`config.mk`:
```
export PLATFORM = sky130hd
export DESIGN_NAME = hamming_tx_scheduler
export DESIGN_NICKNAME = d
export VERILOG_FILES = /design/src/rtl/hamming_tx_scheduler.sv
export SDC_FILE = /design/constraint.sdc
export NUM_CORES = 1
export LEC_CHECK = 0
export ABC_AREA = 1
export CELL_PAD_IN_SITES_DETAIL_PLACEMENT = 1
export CELL_PAD_IN_SITES_GLOBAL_PLACEMENT = 2
export CORE_AREA = 2 2 66 74
export DETAILED_ROUTE_END_ITERATION = 8
export DIE_AREA = 0 0 68 76
export GPL_ROUTABILITY_DRIVEN = 0
export MAX_ROUTING_LAYER = met4
export PLACE_DENSITY = 0.77
export SKIP_CTS_REPAIR_TIMING = 1
export SYNTH_ARGS = -nofsm -noshare
export SYNTH_HDL_FRONTEND = slang
export SYNTH_SLANG_ARGS = --single-unit
```
`constraint.sdc`:
```
create_clock -name clk_i -period 1.1 [get_ports clk_i]
set_input_delay 0.22 -clock clk_i [delete_from_list [all_inputs] [get_ports clk_i]]
set_output_delay 0.22 -clock clk_i [all_outputs]
set_load 0.02 [all_outputs]
```
`src/rtl/hamming_tx_scheduler.sv`:
```
// Round-robin serializer sharing one line between two Hamming(7,4) codeword channels.
// Optional TX_CHAN_ID_EN prefixes each frame with the granted channel-ID bit.
module hamming_tx_scheduler #(
  parameter int unsigned CW_WIDTH   = 7,
  parameter int unsigned GAP_CYCLES = 0
) (
  input  logic                clk_i,
  input  logic                rst_i,
  input  logic                req0_valid_i,
  input  logic [CW_WIDTH-1:0] req0_data_i,
  output logic                req0_ready_o,
  input  logic                req1_valid_i,
  input  logic [CW_WIDTH-1:0] req1_data_i,
  output logic                req1_ready_o,
  output logic                ser_out_o,
  output logic                ser_frame_o,
  output logic                ser_sof_o,
  output logic                busy_o,
  output logic                grant_id_o
);

`ifdef TX_CHAN_ID_EN
  localparam int unsigned FrameLen = CW_WIDTH + 1;
`else
  localparam int unsigned FrameLen = CW_WIDTH;
`endif
  localparam int unsigned CntW = $clog2(CW_WIDTH + 2);
  localparam logic [CntW-1:0] CntLast = CntW'(FrameLen);
  localparam logic [3:0] GapLast = 4'(GAP_CYCLES - 1);

  typedef enum logic [1:0] {StIdle, StShift, StGap} state_e;

  state_e              state_q;
  logic [CW_WIDTH-1:0] shift_q;
  logic [CntW-1:0]     cnt_q;
  logic [3:0]          gap_q;
  logic                ser_out_q, frame_q, sof_q, busy_q, grant_id_q, last_q;

  logic                grant, take;
  logic [CW_WIDTH-1:0] data_sel;

  always_comb begin
    grant = req1_valid_i;
    if (req0_valid_i && req1_valid_i) grant = ~last_q;
  end

  assign req0_ready_o = (state_q == StIdle) && req0_valid_i && !grant;
  assign req1_ready_o = (state_q == StIdle) && req1_valid_i && grant;
  assign take         = req0_ready_o || req1_ready_o;
  assign data_sel     = grant ? req1_data_i : req0_data_i;

  always_ff @(posedge clk_i) begin
    if (rst_i) begin
      state_q    <= StIdle;
      shift_q    <= '0;
      cnt_q      <= '0;
      gap_q      <= '0;
      ser_out_q  <= 1'b0;
      frame_q    <= 1'b0;
      sof_q      <= 1'b0;
      busy_q     <= 1'b0;
      grant_id_q <= 1'b0;
      last_q     <= 1'b1;
    end else begin
      unique case (state_q)
        StIdle: begin
          if (take) begin
            // shift_q holds the bits still to be driven, MSB first
`ifdef TX_CHAN_ID_EN
            shift_q   <= data_sel;
            ser_out_q <= grant;
`else
            shift_q   <= {data_sel[CW_WIDTH-2:0], 1'b0};
            ser_out_q <= data_sel[CW_WIDTH-1];
`endif
            frame_q    <= 1'b1;
            sof_q      <= 1'b1;
            grant_id_q <= grant;
            last_q     <= grant;
            cnt_q      <= CntW'(1);
            busy_q     <= 1'b1;
            state_q    <= StShift;
          end
        end
        StShift: begin
          sof_q <= 1'b0;
          if (cnt_q == CntLast) begin
            frame_q   <= 1'b0;
            ser_out_q <= 1'b0;
            cnt_q     <= '0;
            if (GAP_CYCLES > 0) begin
              state_q <= StGap;
              gap_q   <= '0;
            end else begin
              state_q <= StIdle;
              busy_q  <= 1'b0;
            end
          end else begin
            ser_out_q <= shift_q[CW_WIDTH-1];
            shift_q   <= shift_q << 1;
            cnt_q     <= cnt_q + CntW'(1);
          end
        end
        StGap: begin
          if (gap_q == GapLast) begin
            state_q <= StIdle;
            busy_q  <= 1'b0;
            gap_q   <= '0;
          end else begin
            gap_q <= gap_q + 4'd1;
          end
        end
        default: state_q <= StIdle;
      endcase
    end
  end

  assign ser_out_o   = ser_out_q;
  assign ser_frame_o = frame_q;
  assign ser_sof_o   = sof_q;
  assign busy_o      = busy_q;
  assign grant_id_o  = grant_id_q;

endmodule

```
== After elaboration in Yosys (flattened, before gate mapping) ==
Index checks and enable logic that the tools add are counted.

* Equal/unequal tests: 8
* Multiplexer cells: 22
* Bitwise logic cells: 1
* Reductions and logical operators: 16
* Add/subtract/negate cells: 2

{| class="wikitable"
|+ Operator list
! cell !! count
|-
| 2-to-1 mux 7 bit || 3
|-
| case mux 7 bit (2 select lines) || 1
|-
| 2-to-1 mux 4 bit || 3
|-
| AND reduction 3 bit || 3
|-
| adder 4 x 1 -> 4 bit (second input constant) || 2
|-
| != test 2 bit (second input constant) || 4
|-
| case mux 4 bit (2 select lines) || 1
|-
| 2-to-1 mux 1 bit || 6
|-
| 2-to-1 mux 2 bit || 3
|-
| case mux 1 bit (2 select lines) || 3
|-
| case mux 2 bit (3 select lines) || 1
|-
| logical AND 1 bit || 5
|-
| == test 4 x 3 -> 1 bit (second input constant) || 1
|-
| == test 4 bit (second input constant) || 1
|-
| AND reduction 2 bit || 2
|-
| AND reduction 4 bit || 1
|-
| case mux 1 bit (3 select lines) || 1
|-
| nonzero test 3 bit || 1
|-
| == test 2 x 1 -> 1 bit (second input constant) || 1
|-
| == test 2 bit (second input constant) || 1
|-
| zero test 2 bit || 1
|-
| nonzero test 2 bit || 1
|-
| zero test 1 bit || 1
|-
| logical OR 1 bit || 1
|-
| inverter 1 bit || 1
|}

* Register bits after elaboration: 23
* Input bits: 18
* Output and inout port bits: 7

== Logic depth before layout (Yosys ltp) ==
Gate-level depths: netlist of run 1.

* Depth after elaboration: 7
* Depth in mapped cells: 7
* Gate-level depth less buffers: 7

== Worst setup path before layout of run 1 ==
Ideal clock, no wire load.

* Path type: flip-flop to output port
* Start point: reg ser_frame_o (netlist name)
* End point: out req0_ready_o
* Setup slack: -0.193 ns
* Stages on the path, launching flop included: 5
* Data arrival time: 1.073 ns
* Required time: 0.880 ns
* Buffers on the path: 1
* Cells stage by stage: dfxtp_1 > inv_2 > nand2_1 > buf_2 > a21oi_1

{| class="wikitable"
|+ RTL lines
! element !! RTL line !! RTL
|-
| to (decl) || 11 || <nowiki>output logic req0_ready_o,</nowiki>
|}

==> results of run 1 <==
==> stage by stage <==
stage / total power (W) / instance area (um^2)
global route: 0.00192 / 1670
floorplan: 0.000978 / 986
CTS: 0.00168 / 1420
detailed placement: 0.00122 / 1380
global placement: 0.00120 / 1380
finish: 0.00182 / 1670
==> worst min-delay path, delay by kind of cell <==
family,cells,cell delay [ps]
buf+inv,2,400
compound gates,1,40
==> metal layers <==
layer  routed length [um]  GRT usage [%]  vias up
met3                  152           2.07        6
li1                     -              -      545
met1                 1250           12.5      526
met5                    0              -        -
met4                   51           4.00        0
met2                 1920           24.5       21
==> cell usage in the layout (no fill, tap or decap), types with 2 or more instances in the layout <==
master,count
a21oi_1,4
buf_4,15
buf_6,9
buf_8,2
clkbuf_8,3
clkdlybuf4s50_1,14
dfxtp_1,10
dfxtp_2,5
dlymetal6s2s_1,6
inv_1,21
inv_2,3
inv_4,2
nand2_1,24
nand2_2,6
nand2_4,5
nand3_1,14
nand3_2,3
nand3_4,3
nand4_1,10
nor2_1,5
nor2_2,7
nor2_4,4
o21ai_1,2
==> registers in the layout (all words and copies together), names as in the netlist <==
name / cells
grant_id_o: 1
last_q: 1
ser_out_o: 1
shift_q: 6
ser_frame_o: 1
cnt_q: 4
ser_sof_o: 1
==> synthesized netlist by cell type <==
cell type	number	area share, %
nand2_1	32	13
inv_1	23	9.2
nand3_1	19	10
dfxtp_1	15	32
nor2_1	11	4.4
nand4_1	10	6.7
a21oi_1	6	3.2
nor2_2	5	3.3
inv_2	4	1.6
nand2_2	3	2.0
o21ai_0	3	1.6
buf_2	2	1.1
buf_4	2	1.6
clkbuf_1	2	0.80
buf_6	1	1.2
ha_1	1	1.3
nand2_4	1	1.2
nand3_2	1	1.1
nand3b_1	1	0.80
nor2_8	1	2.1
o211a_1	1	1.1
o21ai_1	1	0.53
==> cell families (layout without fill, tap and decap cells) <==
kind of cell	Yosys count	after routing
AO/OA/AOI/OAI	11	11
adder cells (fa/ha/maj)	1	1
buffers and inverters	34	79
flip-flops	15	15
AND/OR/NAND/NOR	84	84
==> report_power, final <==
part	switching (W)	internal, W	total, W
clock network	0.000202	0.000256	0.000458
registers	0.0000353	0.000600	0.000635
logic	0.000378	0.000345	0.000723
==> cell type report <==
cell class,count,area [um^2]
Timing Repair Buffer,47,479
Multi-Input combinational cell,96,658
Fill cell,548,2820
Sequential cell,15,307
Clock buffer,4,45.0
Inverter,27,110
Tap cell,56,70.1
Timing Repair inverter,1,5.00
==> worst paths after layout <==
check	from	to	slack (ps)	depth (start not counted)
max	ser_frame_o$_SDFFE_PP0P_	req0_ready_o	-100	4
min	rst_i	cnt_q[3]$_SDFFE_PP0P_	450	3
max reg2reg	last_q$_SDFFE_PP1P_	shift_q[6]$_SDFFE_PP0P_	-70	7
min reg2reg	grant_id_o$_SDFFE_PP0P_	grant_id_o$_SDFFE_PP0P_	470	2
==> results.md, run 1 <==
- Clk slew on worst S/H paths: 70 ps
- Post-Route WL: roughly 3400 um
- IO buf count: 24
- CORE AREA: 4490 um^2
- DP HPWL: 2390 um
- Leakage Power: 0.834 nW
- F_max: 0.833 GHz
- All-Layer GR Usage: 12.8%
- Seq cells post-synth: 15
- Unrepaired setup endpoints after global routing: yes
- N_diodes: 0
- CTS max path bufs: 2
- CTS Buf Count: 3
- Num Clock Sinks: 15
- Crit path buffers/inverters: 2
- Critical Setup Path Class: reg -> out
- Xor and xnor area share after synthesis: 0%
- Placed insts: between 200 and 250
- Max-Cap Viols: 0
- Fin crit share: 109%
- Worst-Skew Late Latency: 250 ps
- Crit end category: output port
- Initial antenna violation count: 0
- Post-synthesis mux area share: 0%
- Die ar.: 5170 um^2
- Final core utilization: between 30% and 40%
- Clock Skew: roughly 4.3 ps
- ANT nets after route: 0
- Mapped Avg Cell Area: 6.45 um^2
- Num rows: 26
- H-Tree Depth: 1
- Pin count of the biggest net entering global routing: 12
- Clk root buf: clkbuf_8
- Synthesized cell area: 936 um^2
- Setup_tns: -464 ps
- Vias in the first global route: 1155
- Crit-path slowest cell: dfxtp_2
- Slew headroom: between 80% and 90%
- Cells after Synth: 145
- Setup slack after layout: -99.9 ps
- Worst Hold Class: in -> reg
- Max Transition Viols Final: 0
- DP Worst Slack: -784 ps
- Simple-gate area share of the yosys netlist: 44.7%
- Setup crit start kind: flop
- Max stage delay on crit path: 340 ps
- Status: complete, but fails checks
- Die Wd: 68 um
- Netlist cell types: 22
- Routed len/inst: between 10 and 15 um
- Via count: 1098
- Min Tclk post-route: 1200 ps
- # DRC: 0
- CTS tree: done
- Largest family of logic cells by synthesized area: simple AND/OR/NAND/NOR gates
- 1st-pass router iterations: 4
- Critical path cell sequence: inv_4 > nand2_4 > a21oi_4 > buf_6
- Compound-Gate Fraction of Synth Area: 6.42%
- Maximum vdd ir drop: 580 uV
- Syn nets: ~160
- Register area share after synthesis: around a third
- Max FO, Critical Path: 3
- Vias per inst: 4.46
- Area added between synthesis and finish: 78.9%
- Fin nets: 210
- Global route overflow: 0
- WP data required: 880 ps
- Hold Slack: about 450 ps
- DR iter-0 viols: 26
- Failing checks: setup timing
- Die Span Y: 76 um
- Initial core utilization: 20.8%
- Crit path DAT: slightly below 1000 ps
- Synth warn: 0
- Cell family with most CP delay: flip-flops
- Final Hold Violating Endpoints: 0
- Final number of setup-violating endpoints: 9
- Global-route wire length before repair: 5050 um
- Final cell count without fillers: 246
- Slew @ Worst Pin: 253 ps
- Power density over cell area: 1090 nW/um^2
- I/O pin count: 25
- Share of cells above drive strength 1: 40.0%
- Adder-Cell Fraction of Synth Area: 1.34%
(Power assumes the default switching activity.)
==> run 2, diff against run 1 <==
==> constraint.sdc (replaced) <==
create_clock -name clk_i -period 1.1 [get_ports clk_i]
set_input_delay 0.165 -clock clk_i [delete_from_list [all_inputs] [get_ports clk_i]]
set_output_delay 0.165 -clock clk_i [all_outputs]
set_load 0.02 [all_outputs]
==> results.md, run 2 (synthesis gave the netlist of run 1 again) <==
- F_max: 0.861 GHz
- Setup crit start kind: flop
- Final Cell Area: between 1500 and 2000 um^2
- Failing checks: setup timing
- Worst-Skew Late Latency: roughly 250 ps
- CTS Buf Count: 3
- Clk root buf: clkbuf_8
- Die ar.: 5170 um^2
- Initial core utilization: 20.8%
- Power Total: around 0.0018 W
- CTS tree: done
- Die Wd: 68 um
- Power density over cell area: 1090 nW/um^2
- # DRC: 0
- Vias per inst: 4.46
- Placed inst area: between 1000 and 1500 um^2
- Worst Hold Class: in -> reg
- Clock Skew: between 0.5 and 0.6 ps
- 1st-pass router iterations: 2
- Critical Setup Path Class: reg -> out
- Initial antenna violation count: 0
- Num Clock Sinks: 15
- DP Worst Slack: -613 ps
- Uppermost routed layer: met4
- Leakage Power: 0.817 nW
- Most frequent cells in the layout: inv_1 (23), nand2_1 (21), clkdlybuf4s50_1 (15)
- Hold Slack: 459 ps
- ANT nets after route: 0
- Global route overflow: 0
- Met2 WL post-DR: 1810 um
- Top Registers: shift_q (6), cnt_q (4)
- Unrepaired setup endpoints after global routing: yes
- Pin count of the biggest net entering global routing: 12
- Max FFs per register: 6
- Largest register by flop count: shift_q
- I/O pin count: 25
- N_diodes: 0
- WP data required: 940 ps
- Die Span Y: 76 um
- Global-route wire length before repair: 5090 um
- Max Transition Viols Final: 0
- Post-Route WL: 3120 um
- All-Layer GR Usage: approximately an eighth
- H-Tree Depth: 1
- Crit path DAT: 1000 ps
- Met1 WL: 1200 um
- Setup slack after layout: -61.7 ps
- Final number of setup-violating endpoints: 9
- CORE AREA: 4490 um^2
- Routed len/inst: about 13 um
- Slew @ Worst Pin: 363 ps
- Share of cells above drive strength 1: around two fifths
- DP HPWL: ~2400 um
- CTS max path bufs: 2
- Fin nets: between 200 and 250
- Maximum vdd ir drop: 496 uV
- IO buf count: 24
- Area added between synthesis and finish: 75.8%
- Placed insts: 233
- Max-Cap Viols: 0
- Max FO, Critical Path: 3
- Fin crit share: 106%
- Crit end category: output port
- Commonest non-fill, non-tap cell in the layout: inv_1
- Routed wl met3: 53 um
- Min Tclk post-route: approximately 1200 ps
- Num rows: 26
- Final Hold Violating Endpoints: 0
- Clk slew on worst S/H paths: 60 ps
- DR iter-0 viols: 11
- Vias in the first global route: 1180
- Slew headroom: 75.8%
- Status: complete, but fails checks
- Final cell count without fillers: 243
- Via count: about 1100
run 2: power by group:
part           switching (W)  total (W)  internal [W]
Sequential         0.0000377   0.000638      0.000600
Clock               0.000203   0.000460      0.000257
Combinational       0.000362   0.000701      0.000339
run 2: layer usage:
metal | track usage [%] | vias to the layer above
li1 | - | 544
met1 | 13.4 | 524
met2 | 23.8 | 10
met3 | 1.77 | 6
met4 | 4.80 | 0
met5 | - | -
run 2: final timing paths:
path	from	end	slack [ps]	cells past startpoint
setup / recovery	ser_frame_o$_SDFFE_PP0P_	req0_ready_o	-60	4
hold / removal	req0_valid_i	cnt_q[2]$_SDFFE_PP0P_	460	4
setup reg to reg	last_q$_SDFFE_PP1P_	shift_q[5]$_SDFFE_PP0P_	-60	7
hold reg to reg	grant_id_o$_SDFFE_PP0P_	grant_id_o$_SDFFE_PP0P_	470	2
run 2: through the flow:
stage	TNS, ps	utilization, %
3_5_place_dp	-7100	30.5
6_report	-348	36.6
3_3_place_gp	-6510	30.5
5_1_grt	-1050	36.6
2_1_floorplan	0	-
4_1_cts	-4600	31.5
run 2: cell type report:
cell class,instances,area [um^2]
Inverter,27,104
Timing Repair Buffer,45,468
Multi-Input combinational cell,96,651
Sequential cell,15,308
Tap cell,56,70.1
Fill cell,560,2840
Clock buffer,4,45.0
run 2: worst max-delay path, stage by stage (launching register included):
cell,delay (ps)
dfxtp_4,360
inv_4,80
nand2_2,70
a21oi_2,100
buf_4,140
==> run 3, diff against run 2 <==
CELL_PAD_IN_SITES_DETAIL_PLACEMENT = 2   (was 1)
==> results.md, run 3 (synthesis gave the netlist of run 1 again) <==
- Status: complete, but fails checks
- Failing checks: setup timing
- Initial core utilization: 20.8%
- Fin crit share: 110%
- Fin nets: between 200 and 250
- Most frequent cells in the layout: nand2_1 (28), inv_1 (22), buf_4 (20)
- Number of fill cells: 528
- I/O pin count: 25
- 1st-pass router iterations: 4
- Worst-Skew Late Latency: 260 ps
- N_diodes: 0
- Worst r2r dst: shift_q[5]$_SDFFE_PP0P_
- Num Clock Sinks: 15
- DR iter-0 viols: 29
- Share of cells above drive strength 1: 38.5%
- Setup crit end: shift_q[5]$_SDFFE_PP0P_
- Setup crit start kind: flop
- All-Layer GR Usage: 14.8%
- Critical Setup Path Class: reg -> reg
- IO buf count: 24
- Worst R2R Setup Slack: -110 ps
- Area added between synthesis and finish: 79.9%
- Slew headroom: 81.9%
- Die Wd: a little under 70 um
- CTS tree: done
- Slew @ Worst Pin: 271 ps
- Post-Route WL: about 4200 um
- ANT nets after route: 0
- Global-route wire length before repair: 5770 um
- Clock Skew: roughly 3.0 ps
- Unrepaired setup endpoints after global routing: yes
- Final number of setup-violating endpoints: 11
- Vias per inst: 4.50
- Num rows: 26
- Leakage Power: 0.830 nW
- Power density over cell area: 1120 nW/um^2
- WP data required: about 1300 ps
- CTS Buf Count: 3
- Max FO, Critical Path: 8
- Initial antenna violation count: 0
- H-Tree Depth: 1
- Die Span Y: about 76 um
- # DRC: 0
- Vias in the first global route: 1257
- F_max: ~0.8 GHz
- Clk slew on worst S/H paths: ~70 ps
- Max-Cap Viols: 0
- Setup_tns: -684 ps
- Routed len/inst: 17.0 um
- Critical Path Source: last_q$_SDFFE_PP1P_
- Global route overflow: 0
- CORE AREA: between 4000 and 5000 um^2
- Reg2reg start: last_q$_SDFFE_PP1P_
- Commonest non-fill, non-tap cell in the layout: nand2_1
- Final core utilization: approximately 38%
- Via count: 1117
- Final Hold Violating Endpoints: 0
- Min Tclk post-route: 1210 ps
- Max Transition Viols Final: 0
- Crit path DAT: ~1400 ps
- Top Registers: shift_q (6), cnt_q (4)
- Setup slack after layout: -115 ps
- Crit end category: flop
- Cells on worst reg2reg path: 7
- Largest register by flop count: shift_q
- Die ar.: 5170 um^2
- Maximum vdd ir drop: about 620 uV
- Worst Hold Class: in -> reg
- Max FFs per register: 6
- CTS max path bufs: 2
- Clk root buf: clkbuf_8
- Pin count of the biggest net entering global routing: 12
- DP HPWL: about 2700 um
run 3: worst min path at each step:
stage                                       start                 endpoint  cells past startpoint
after global placement    grant_id_o$_SDFFE_PP0P_  grant_id_o$_SDFFE_PP0P_                      2
after floorplan                             rst_i    cnt_q[1]$_SDFFE_PP0P_                      1
after global routing                        rst_i    cnt_q[1]$_SDFFE_PP0P_                      3
final                                       rst_i    cnt_q[1]$_SDFFE_PP0P_                      3
after CTS                 grant_id_o$_SDFFE_PP0P_  grant_id_o$_SDFFE_PP0P_                      2
after detailed placement  grant_id_o$_SDFFE_PP0P_  grant_id_o$_SDFFE_PP0P_                      2
run 3: where the power goes:
part | leakage, nW | switching [W] | internal [W]
Sequential | 0.125 | 0.0000365 | 0.000600
Combinational | 0.683 | 0.000401 | 0.000354
Clock | 0.0228 | 0.000230 | 0.000258
Total | 0.830 | 0.000667 | 0.00121
run 3: critical path: stages (launching register included):
cell,delay [ps]
dfxtp_2,370
nand2_4,90
nand3_4,100
buf_8,150
nand2_8,70
nor2_8,200
nor2_2,70
nor2_2,90
run 3: area by class of cell:
cell class | instances | area [um^2] | share of cell area [%]
Timing Repair inverter | 1 | 5.00 | 0.297
Inverter | 27 | 110 | 6.54
Tap cell | 56 | 70.1 | 4.16
Clock buffer | 4 | 45.0 | 2.67
Multi-Input combinational cell | 96 | 654 | 38.9
Sequential cell | 15 | 305 | 18.1
Timing Repair Buffer | 49 | 494 | 29.3
run 3: metrics by stage:
stage / cells / power (W) / worst slack, ps / cell area [um^2] / hold WS [ps]
3_5_place_dp: 233 / 0.00123 / -604 / 1370 / 466
3_3_place_gp: 233 / 0.00119 / -593 / 1370 / 460
4_1_cts: 237 / 0.00170 / -606 / 1420 / 475
5_1_grt: 248 / 0.00199 / -187 / 1680 / 393
2_1_floorplan: 145 / 0.000974 / 16.7 / 978 / 227
6_report: 248 / 0.00188 / -115 / 1680 / 367
run 3: routing by layer:
metal  part of all wire (%)  global-route usage (%)  vias to the layer above  wire [um]
met4                    2.7                    7.60                        0        116
met5                      0                       -                        -          0
met1                     34                    15.1                      541       1450
li1                       -                       -                      554          -
met2                     61                    26.5                       14       2560
met3                    2.2                    1.92                        8         93
